**src/rtl/bispec_triple_sched.sv**
```systemverilog
// ============================================================================
// bispec_triple_sched: two-pass sequencer computing Y = A*B*conj(C) on one
// shared Q(FRAC_W) complex multiplier. Optional clamp: BISPEC_TRIPLE_SAT_EN.
// Revision: 1.0
// ============================================================================
`default_nettype none

module bispec_triple_sched #(
   parameter int DATA_W = 16,
   parameter int FRAC_W = 14,
   parameter int TAG_W  = 16,
   parameter int CNT_W  = 32
) (
   input  logic              clk,
   input  logic              rst,
   input  logic              in_valid,
   output logic              in_ready,
   input  logic [DATA_W-1:0] ar,
   input  logic [DATA_W-1:0] ai,
   input  logic [DATA_W-1:0] br,
   input  logic [DATA_W-1:0] bi,
   input  logic [DATA_W-1:0] cr,
   input  logic [DATA_W-1:0] ci,
   input  logic [TAG_W-1:0]  in_tag,
   output logic              out_valid,
   input  logic              out_ready,
   output logic [DATA_W-1:0] yr,
   output logic [DATA_W-1:0] yi,
   output logic [TAG_W-1:0]  out_tag,
   output logic [CNT_W-1:0]  tri_cnt
);

   localparam int PROD_W = 2*DATA_W + 1;
   localparam logic [DATA_W-1:0] DMIN = {1'b1, {(DATA_W-1){1'b0}}};

   typedef enum logic [1:0] {
      IDLE = 2'd0,
      MUL1 = 2'd1,
      MUL2 = 2'd2,
      OUT  = 2'd3
   } state_t;

   state_t            state_q, state_d;
   logic [DATA_W-1:0] ar_q, ai_q, br_q, bi_q, cr_q, ci_q;
   logic [DATA_W-1:0] ar_d, ai_d, br_d, bi_d, cr_d, ci_d;
   logic [DATA_W-1:0] pr_q, pi_q, pr_d, pi_d;
   logic [DATA_W-1:0] yr_q, yi_q, yr_d, yi_d;
   logic [TAG_W-1:0]  tag_q, tag_d;
   logic [CNT_W-1:0]  cnt_q, cnt_d;

   logic [DATA_W-1:0] nci;
   logic [DATA_W-1:0] mxr, mxi, myr, myi;
   logic signed [PROD_W-1:0] xr_e, xi_e, yr_e, yi_e;
   logic signed [PROD_W-1:0] re_full, im_full;
   logic [DATA_W-1:0] mul_r, mul_i;

`ifdef BISPEC_TRIPLE_SAT_EN
   localparam logic signed [PROD_W-1:0] SAT_MAX = {{(PROD_W-DATA_W+1){1'b0}}, {(DATA_W-1){1'b1}}};
   localparam logic signed [PROD_W-1:0] SAT_MIN = {{(PROD_W-DATA_W+1){1'b1}}, {(DATA_W-1){1'b0}}};
   logic signed [PROD_W-1:0] re_sh, im_sh;

   assign nci   = (ci_q == DMIN) ? ~DMIN : -ci_q;
   assign re_sh = re_full >>> FRAC_W;
   assign im_sh = im_full >>> FRAC_W;

   always_comb begin
      mul_r = re_sh[DATA_W-1:0];
      mul_i = im_sh[DATA_W-1:0];
      if (re_sh > SAT_MAX)      mul_r = SAT_MAX[DATA_W-1:0];
      else if (re_sh < SAT_MIN) mul_r = SAT_MIN[DATA_W-1:0];
      if (im_sh > SAT_MAX)      mul_i = SAT_MAX[DATA_W-1:0];
      else if (im_sh < SAT_MIN) mul_i = SAT_MIN[DATA_W-1:0];
   end
`else
   logic unused_prod_bits;

   // Floor shift then wrap is just a bit-slice of the full-width sum.
   assign nci   = -ci_q;
   assign mul_r = re_full[FRAC_W +: DATA_W];
   assign mul_i = im_full[FRAC_W +: DATA_W];
   assign unused_prod_bits = ^{re_full[FRAC_W-1:0], re_full[PROD_W-1:FRAC_W+DATA_W],
                               im_full[FRAC_W-1:0], im_full[PROD_W-1:FRAC_W+DATA_W]};
`endif

   always_comb begin
      mxr = ar_q;
      mxi = ai_q;
      myr = br_q;
      myi = bi_q;
      if (state_q == MUL2) begin
         mxr = pr_q;
         mxi = pi_q;
         myr = cr_q;
         myi = nci;
      end
   end

   assign xr_e = {{(PROD_W-DATA_W){mxr[DATA_W-1]}}, mxr};
   assign xi_e = {{(PROD_W-DATA_W){mxi[DATA_W-1]}}, mxi};
   assign yr_e = {{(PROD_W-DATA_W){myr[DATA_W-1]}}, myr};
   assign yi_e = {{(PROD_W-DATA_W){myi[DATA_W-1]}}, myi};

   assign re_full = xr_e*yr_e - xi_e*yi_e;
   assign im_full = xr_e*yi_e + xi_e*yr_e;

   always_comb begin
      state_d = state_q;
      ar_d = ar_q; ai_d = ai_q;
      br_d = br_q; bi_d = bi_q;
      cr_d = cr_q; ci_d = ci_q;
      pr_d = pr_q; pi_d = pi_q;
      yr_d = yr_q; yi_d = yi_q;
      tag_d = tag_q;
      cnt_d = cnt_q;
      case (state_q)
         IDLE: begin
            if (in_valid) begin
               ar_d = ar; ai_d = ai;
               br_d = br; bi_d = bi;
               cr_d = cr; ci_d = ci;
               tag_d   = in_tag;
               state_d = MUL1;
            end
         end
         MUL1: begin
            pr_d    = mul_r;
            pi_d    = mul_i;
            state_d = MUL2;
         end
         MUL2: begin
            yr_d    = mul_r;
            yi_d    = mul_i;
            state_d = OUT;
         end
         OUT: begin
            if (out_ready) begin
               cnt_d   = cnt_q + CNT_W'(1);
               state_d = IDLE;
            end
         end
         default: state_d = IDLE;
      endcase
   end

   always_ff @(posedge clk or posedge rst) begin
      if (rst) begin
         state_q <= IDLE;
         ar_q <= '0; ai_q <= '0;
         br_q <= '0; bi_q <= '0;
         cr_q <= '0; ci_q <= '0;
         pr_q <= '0; pi_q <= '0;
         yr_q <= '0; yi_q <= '0;
         tag_q <= '0;
         cnt_q <= '0;
      end else begin
         state_q <= state_d;
         ar_q <= ar_d; ai_q <= ai_d;
         br_q <= br_d; bi_q <= bi_d;
         cr_q <= cr_d; ci_q <= ci_d;
         pr_q <= pr_d; pi_q <= pi_d;
         yr_q <= yr_d; yi_q <= yi_d;
         tag_q <= tag_d;
         cnt_q <= cnt_d;
      end
   end

   assign in_ready  = (state_q == IDLE) && !rst;
   assign out_valid = (state_q == OUT);
   assign yr        = yr_q;
   assign yi        = yi_q;
   assign out_tag   = tag_q;
   assign tri_cnt   = cnt_q;

endmodule

`default_nettype wire

```
**config.mk**
```make
export PLATFORM = sky130hd
export DESIGN_NAME = bispec_triple_sched
export DESIGN_NICKNAME = d
export VERILOG_FILES = /design/src/rtl/bispec_triple_sched.sv
export SDC_FILE = /design/constraint.sdc
export NUM_CORES = 2
export LEC_CHECK = 0
export ABC_CLOCK_PERIOD_IN_PS = 10900
export BUFFER_PORTS_ARGS = -buffer_cell sky130_fd_sc_hd__buf_2
export CAP_MARGIN = 20
export CORE_UTILIZATION = 52
export CTS_BUF_LIST = sky130_fd_sc_hd__clkbuf_2 sky130_fd_sc_hd__clkbuf_4 sky130_fd_sc_hd__clkbuf_8
export CTS_CLUSTER_DIAMETER = 40
export CTS_CLUSTER_SIZE = 8
export DETAILED_ROUTE_END_ITERATION = 6
export GPL_TIMING_DRIVEN = 0
export PLACE_DENSITY = 0.75
export SYNTH_ARGS = -nofsm -noshare
export SYNTH_HDL_FRONTEND = slang
export SYNTH_SLANG_ARGS = --single-unit
```
**constraint.sdc**
```tcl
create_clock -name clk -period 10.9 [get_ports clk]
set_input_delay 2.18 -clock clk [delete_from_list [all_inputs] [get_ports clk]]
set_output_delay 2.18 -clock clk [all_outputs]
set_load 0.01 [all_outputs]
```
==> Word level (Yosys, flattened, before mapping) <==
Index checks and enable logic that the tools add are counted.
{ "word_totals": {"register_bits": 210, "inputBits": 116, "out_inout_bits": 82, "elab_cells": 39} }
{ "classes": {"n_addsub": 4, "n_mul": 4, "eq_ne": 5, "n_mux": 7, "reduce_logical": 6} }
{ "op_table": {"columns": ["cell", "count"], "rows": [
  ["$mul 16x16->30", 4],
  ["$mux 16", 4],
  ["$add 32x1->32 const B", 1],
  ["$add 30x30->30", 1],
  ["$sub 30x30->30", 1],
  ["$neg 16->16", 1],
  ["$pmux 2 s4", 1],
  ["$reduce_and 2->1", 3],
  ["$eq 2x2->1 const B", 2],
  ["$mux 2", 2],
  ["$eq 2x1->1 const B", 1],
  ["$logic_not 2->1", 1],
  ["$ne 2x1->1 const B", 1],
  ["$ne 2x2->1 const B", 1],
  ["$logic_and 1x1->1", 1],
  ["$logic_not 1->1", 1]
]} }

==> Logic depth before layout (Yosys ltp) <==
{ "logic_depth": {"word_depth": 4, "depth_mapped": 35, "mapped_depth_nobuf": 34} }

==> Worst setup path before layout <==
Ideal clock, no wire load.
{ "synth_path": {"path_type": "reg2reg", "from": "register state_q[0]", "to": "register pi_q[10]", "setup_ns": 0.125, "t_arrival_ns": 9.190, "required_time_ns": 10.775, "slack_ns": 1.585, "stages_incl_launch_ff": 35, "path_buffers": 5, "synth_period_minus_slack_ns": 9.315, "path_cell_list": "dfrtp_1 inv_1 ha_1 clkbuf_1 clkbuf_1 clkbuf_1 clkbuf_1 mux2i_1 clkbuf_1 nand2_1 fa_1 inv_1 fa_1 inv_1 fa_1 inv_1 fa_1 inv_1 fa_1 inv_1 fa_1 fa_1 inv_1 fa_1 inv_1 ha_1 a21o_1 a311oi_1 o21bai_1 a21o_1 a21o_1 or2_2 a21o_1 xor2_1 mux2_2"} }
{ "synth_via": {"elab_chain_len": 4, "elab_cells_between_ends": 9, "cone_classes": "1 x add/sub; 2 x mul; 2 x eq/ne; 4 x mux"} }
{ "synth_rtl": {"columns": ["element", "line", "source"], "rows": [
  ["start, declared", "43", "state_t state_q, state_d;"],
  ["start signal, assigned", "156", "state_q <= state_d;"],
  ["$eq 2x2->1", "90", "if (state_q == MUL2) begin"],
  ["$mux 16", "90", null],
  ["$mul 16x16->30", "104", "assign im_full = xr_e*yi_e + xi_e*yr_e;"],
  ["$add 30x30->30", "104", null],
  ["end signal, assigned", "160", "pr_q <= pr_d; pi_q <= pi_d;"],
  ["end, declared", "46", "logic [DATA_W-1:0] pr_q, pi_q, pr_d, pi_d;"]
]} }
Parallel ways exist; a longest one is shown, timed or not.
A chain may end at the register's enable or synchronous reset.

==> Worst setup path after layout <==
{ "layout_path": {"from": "register state_q[0]", "to": "register yi_q[14], in the netlist yi[14]"} }
{ "layout_via": {"elab_chain_len": 4, "elab_cells_between_ends": 8, "cone_classes": "1 x add/sub; 2 x mul; 1 x eq/ne; 4 x mux"} }
{ "layout_rtl": {"columns": ["element", "line", "source"], "rows": [
  ["$eq 2x2->1 (*)", "90, 115", null],
  ["$mux 16", "90", null],
  ["$mul 16x16->30", "104", null],
  ["$add 30x30->30", "104", null],
  ["end signal, assigned", "161", "yr_q <= yr_d; yi_q <= yi_d;"],
  ["end, declared", "47", "logic [DATA_W-1:0] yr_q, yi_q, yr_d, yi_d;"]
]} }
Mark *: on every way between the ends. The rest lies on a longest branch, timed or not.

==> run_results.csv <==
group,metric,value,unit
clocking,htree_levels,2,
timing,setup_violations,0,
worst_setup_path,cp_slowest_cell,"clkbuf_1",
layout,area_delta_synth_final,10.3,%
timing,setup_slack,0.0979,ns
floorplanning,fp.dieH,298,um
clocking,cts_tree,"yes",
layout,fillers,7598,
yosys,synth_async_sr_flop_share,100,%
clocking,path_clk_slew,0.06,ns
job,cap_viol_max_count,0,
floorplanning,core_area,86900,um2
clocking,clockBufferDepth,3,
layout,drive_gt1_share,13.8,%
yosys,synth_area_per_cell,9.70,um2
yosys,yosysSeqAreaShare,11.5,%
placed_design,io_buffers,197,
timing,worstMarginPinSlew,1.27,ns
timing,hold_violations,0,
placed_design,place.gp.congestion,1.07,
routing,vias,34825,
yosys,ys_warn_count,0,
placed_design,dp_hpwl,143000,um
yosys,syn_inst,4707,
layout,multi_input_area,35400,um2
global_routing,antenna_found_initial,11,
routing,post-route-drc-count,0,
yosys,yosys_most_used_dff,"dfrtp_1",
floorplanning,die-width,298,um
global_routing,grt_overflow,0,
outcome,status,"complete, no violations",
routing,drtAntennaViolNets,0,
timing,max_freq,0.0926,GHz
floorplanning,ios,198,
global_routing,grt_max_degree,117,
timing,period_needed,10.80,ns
clocking,cts_made_buffers,41,
global_routing,grtUsageMet3,13.6,%
routing,avgViaCountPerCell,5.62,
worst_setup_path,crit_arrival,11.42,ns
routing,wl_per_cell,27.8,um
timing,slew_headroom,15.5,%
yosys,syn_area,45700,um2
routing,first_pass_iters,6,
global_routing,gr-max-usage-layer,"met2",
clocking,cts.sinks,210,
global_routing,grt_pass1_vias,36792,
global_routing,grt_pass1_wl,250000,um
worst_setup_path,startpoint_type,"flip-flop",
timing,period_share,99.1,%
yosys,yosysUniqueCellTypes,57,
floorplanning,dieArea,89000,um2
timing,maxSlewViolCount,0,
floorplanning,start_util,52.5,%
global_routing,use_met2,59.4,%
timing,finClkSkew,0.0361,ns
worst_setup_path,critical_path_class,"reg2reg",
clocking,cts_root_buf,"clkbuf_8",
worst_setup_path,path_max_fanout,11,
worst_hold_path,hp-class,"reg2reg",
global_routing,met1_usage,50.4,%
clocking,clk_latency,0.69,ns
yosys,synth_fp_nets,6201,
worst_setup_path,critPathRequiredTime,11.52,ns
routing,first_iter_violations,3438,
routing,finalWirelength,172000,um
worst_setup_path,end_kind,"flip-flop",
layout,nNetsFinal,6503,
worst_setup_path,max_stage_delay,0.83,ns
floorplanning,row_count,108,
layout,register_area,5260,um2
global_routing,grt_usage,40.3,%
placed_design,place_ws,-2.37,ns
yosys,ys_seq_elements,210,
yosys,synth-edff-count,0,
worst_setup_path,critPathMostFrequentCell,"fa_1",
==> worst max-delay path, delay by kind of cell (launching register included) <==
kind                       cells  cell delay, ns
AOI/OAI and AO/OA              7            1.78
adders and majority gates     10            4.72
buffers and inverters         10            2.51
DFF                            1            0.41
muxes                          2            0.65
and+or+nand+nor                2            0.63
==> cell families after synthesis <==
logic type | share of synthesized area, %
flops | 11.5
fa+ha+maj | 55.6
mux | 6.86
simple gates | 10.0
xor+xnor | 2.78
buf+inv | 11.7
compound gates | 1.56
==> registers in the layout, indices dropped and copies added, names as in the netlist <==
name / flops
tri_cnt: 32
ai_q: 16
ar_q: 16
bi_q: 16
br_q: 16
ci_q: 16
cr_q: 16
out_tag: 16
pi_q: 16
pr_q: 16
yi: 16
yr: 16
state_q: 2
==> timing repair <==
item / CTS / global route
resized for setup: 78 / 74
pin swaps: 1 / 1
setup buffers: 1 / 6
hold buffers: 0 / 0
cloned: 0 / 0
setup endpoints to repair: 64 / 31
==> layout make-up <==
cell class              instances  share of cell area (%)
plain buffers                 165                    1.45
flip-flops and latches        210                    10.4
repair buffers                267                    3.89
diodes                          9                  0.0447
clock buffers                  52                    1.31
multi-input cells            3080                    70.3
well taps                    1155                    2.87
inverters                    1244                    9.30
clock inverters                15                   0.420
==> Yosys cell counts (9+ instances only) <==
library cell  number  area, um2
inv_1           1243       4670
fa_1            1084      21700
nand2_1          656       2460
nor2_1           438       1640
ha_1             294       3680
mux2_2           223       2510
dfrtp_1          210       5260
clkbuf_1         150        563
xnor2_1          112        981
mux2i_1           62        621
a21oi_1           30        150
xor2_1            28        245
buf_1             21       78.8
a21o_1            17        128
nand4_1           13       81.3
nor3_1            11       55.1
nand3_1           10       50.1
o21ai_0            9       45.0
==> routing by layer <==
layer  wire length (um)  vias to the layer above
li1                   -                    14222
met1              61400                    17775
met2              74300                     2215
met3              21200                      605
met4              15100                        8
met5                 63                        -
==> layout by cell type, fill, tap and decap left out, drive strengths merged, types with 4 or more instances in the layout <==
cell type	count
xnor2	112
nor4	6
a211oi	7
nand4	13
clkbuf	197
a21o	17
o21ai	9
and2	6
inv	1245
mux2i	62
dfrtp	210
buf	286
clkinv	9
a31oi	6
ha	294
nor3	11
nor2	439
or2	4
fa	1084
o31ai	8
nand2	656
nand3	10
mux2	223
a21oi	30
and3	5
diode	9
nand2b	8
xor2	28
==> final timing paths <==
kind	start	to	slack [ns]	cells after the start
max	state_q[0]$_DFFE_PP0P_	yi[14]$_DFFE_PP0P_	0.1	31
min	tri_cnt[31]$_DFFE_PP0P_	tri_cnt[31]$_DFFE_PP0P_	0.47	1
max reg2reg	state_q[0]$_DFFE_PP0P_	yi[14]$_DFFE_PP0P_	0.1	31
min reg2reg	tri_cnt[31]$_DFFE_PP0P_	tri_cnt[31]$_DFFE_PP0P_	0.47	1
max in group asynchronous	rst	pr_q[0]$_DFFE_PP0N_	8.12	3
min in group asynchronous	rst	out_tag[12]$_DFFE_PP0P_	1.65	2
==> stage by stage <==
stage                     utilization, %  area, um2  hold WS, ns  TNS (ns)  cells
after floorplan                        -      45700        0.465         0   4707
after global placement              55.3      48100        0.460   -161.99   6059
after detailed placement            56.4      49000        0.465   -106.24   6117
after CTS                           57.7      50100        0.482         0   6181
after global routing                57.9      50300        0.497   -0.0361   6190
final                               58.0      50400        0.474         0   6197
Power is left out: the tool's default activity adds up to more than one toggle a clock period on the data nets, which glitch-free logic cannot reach.
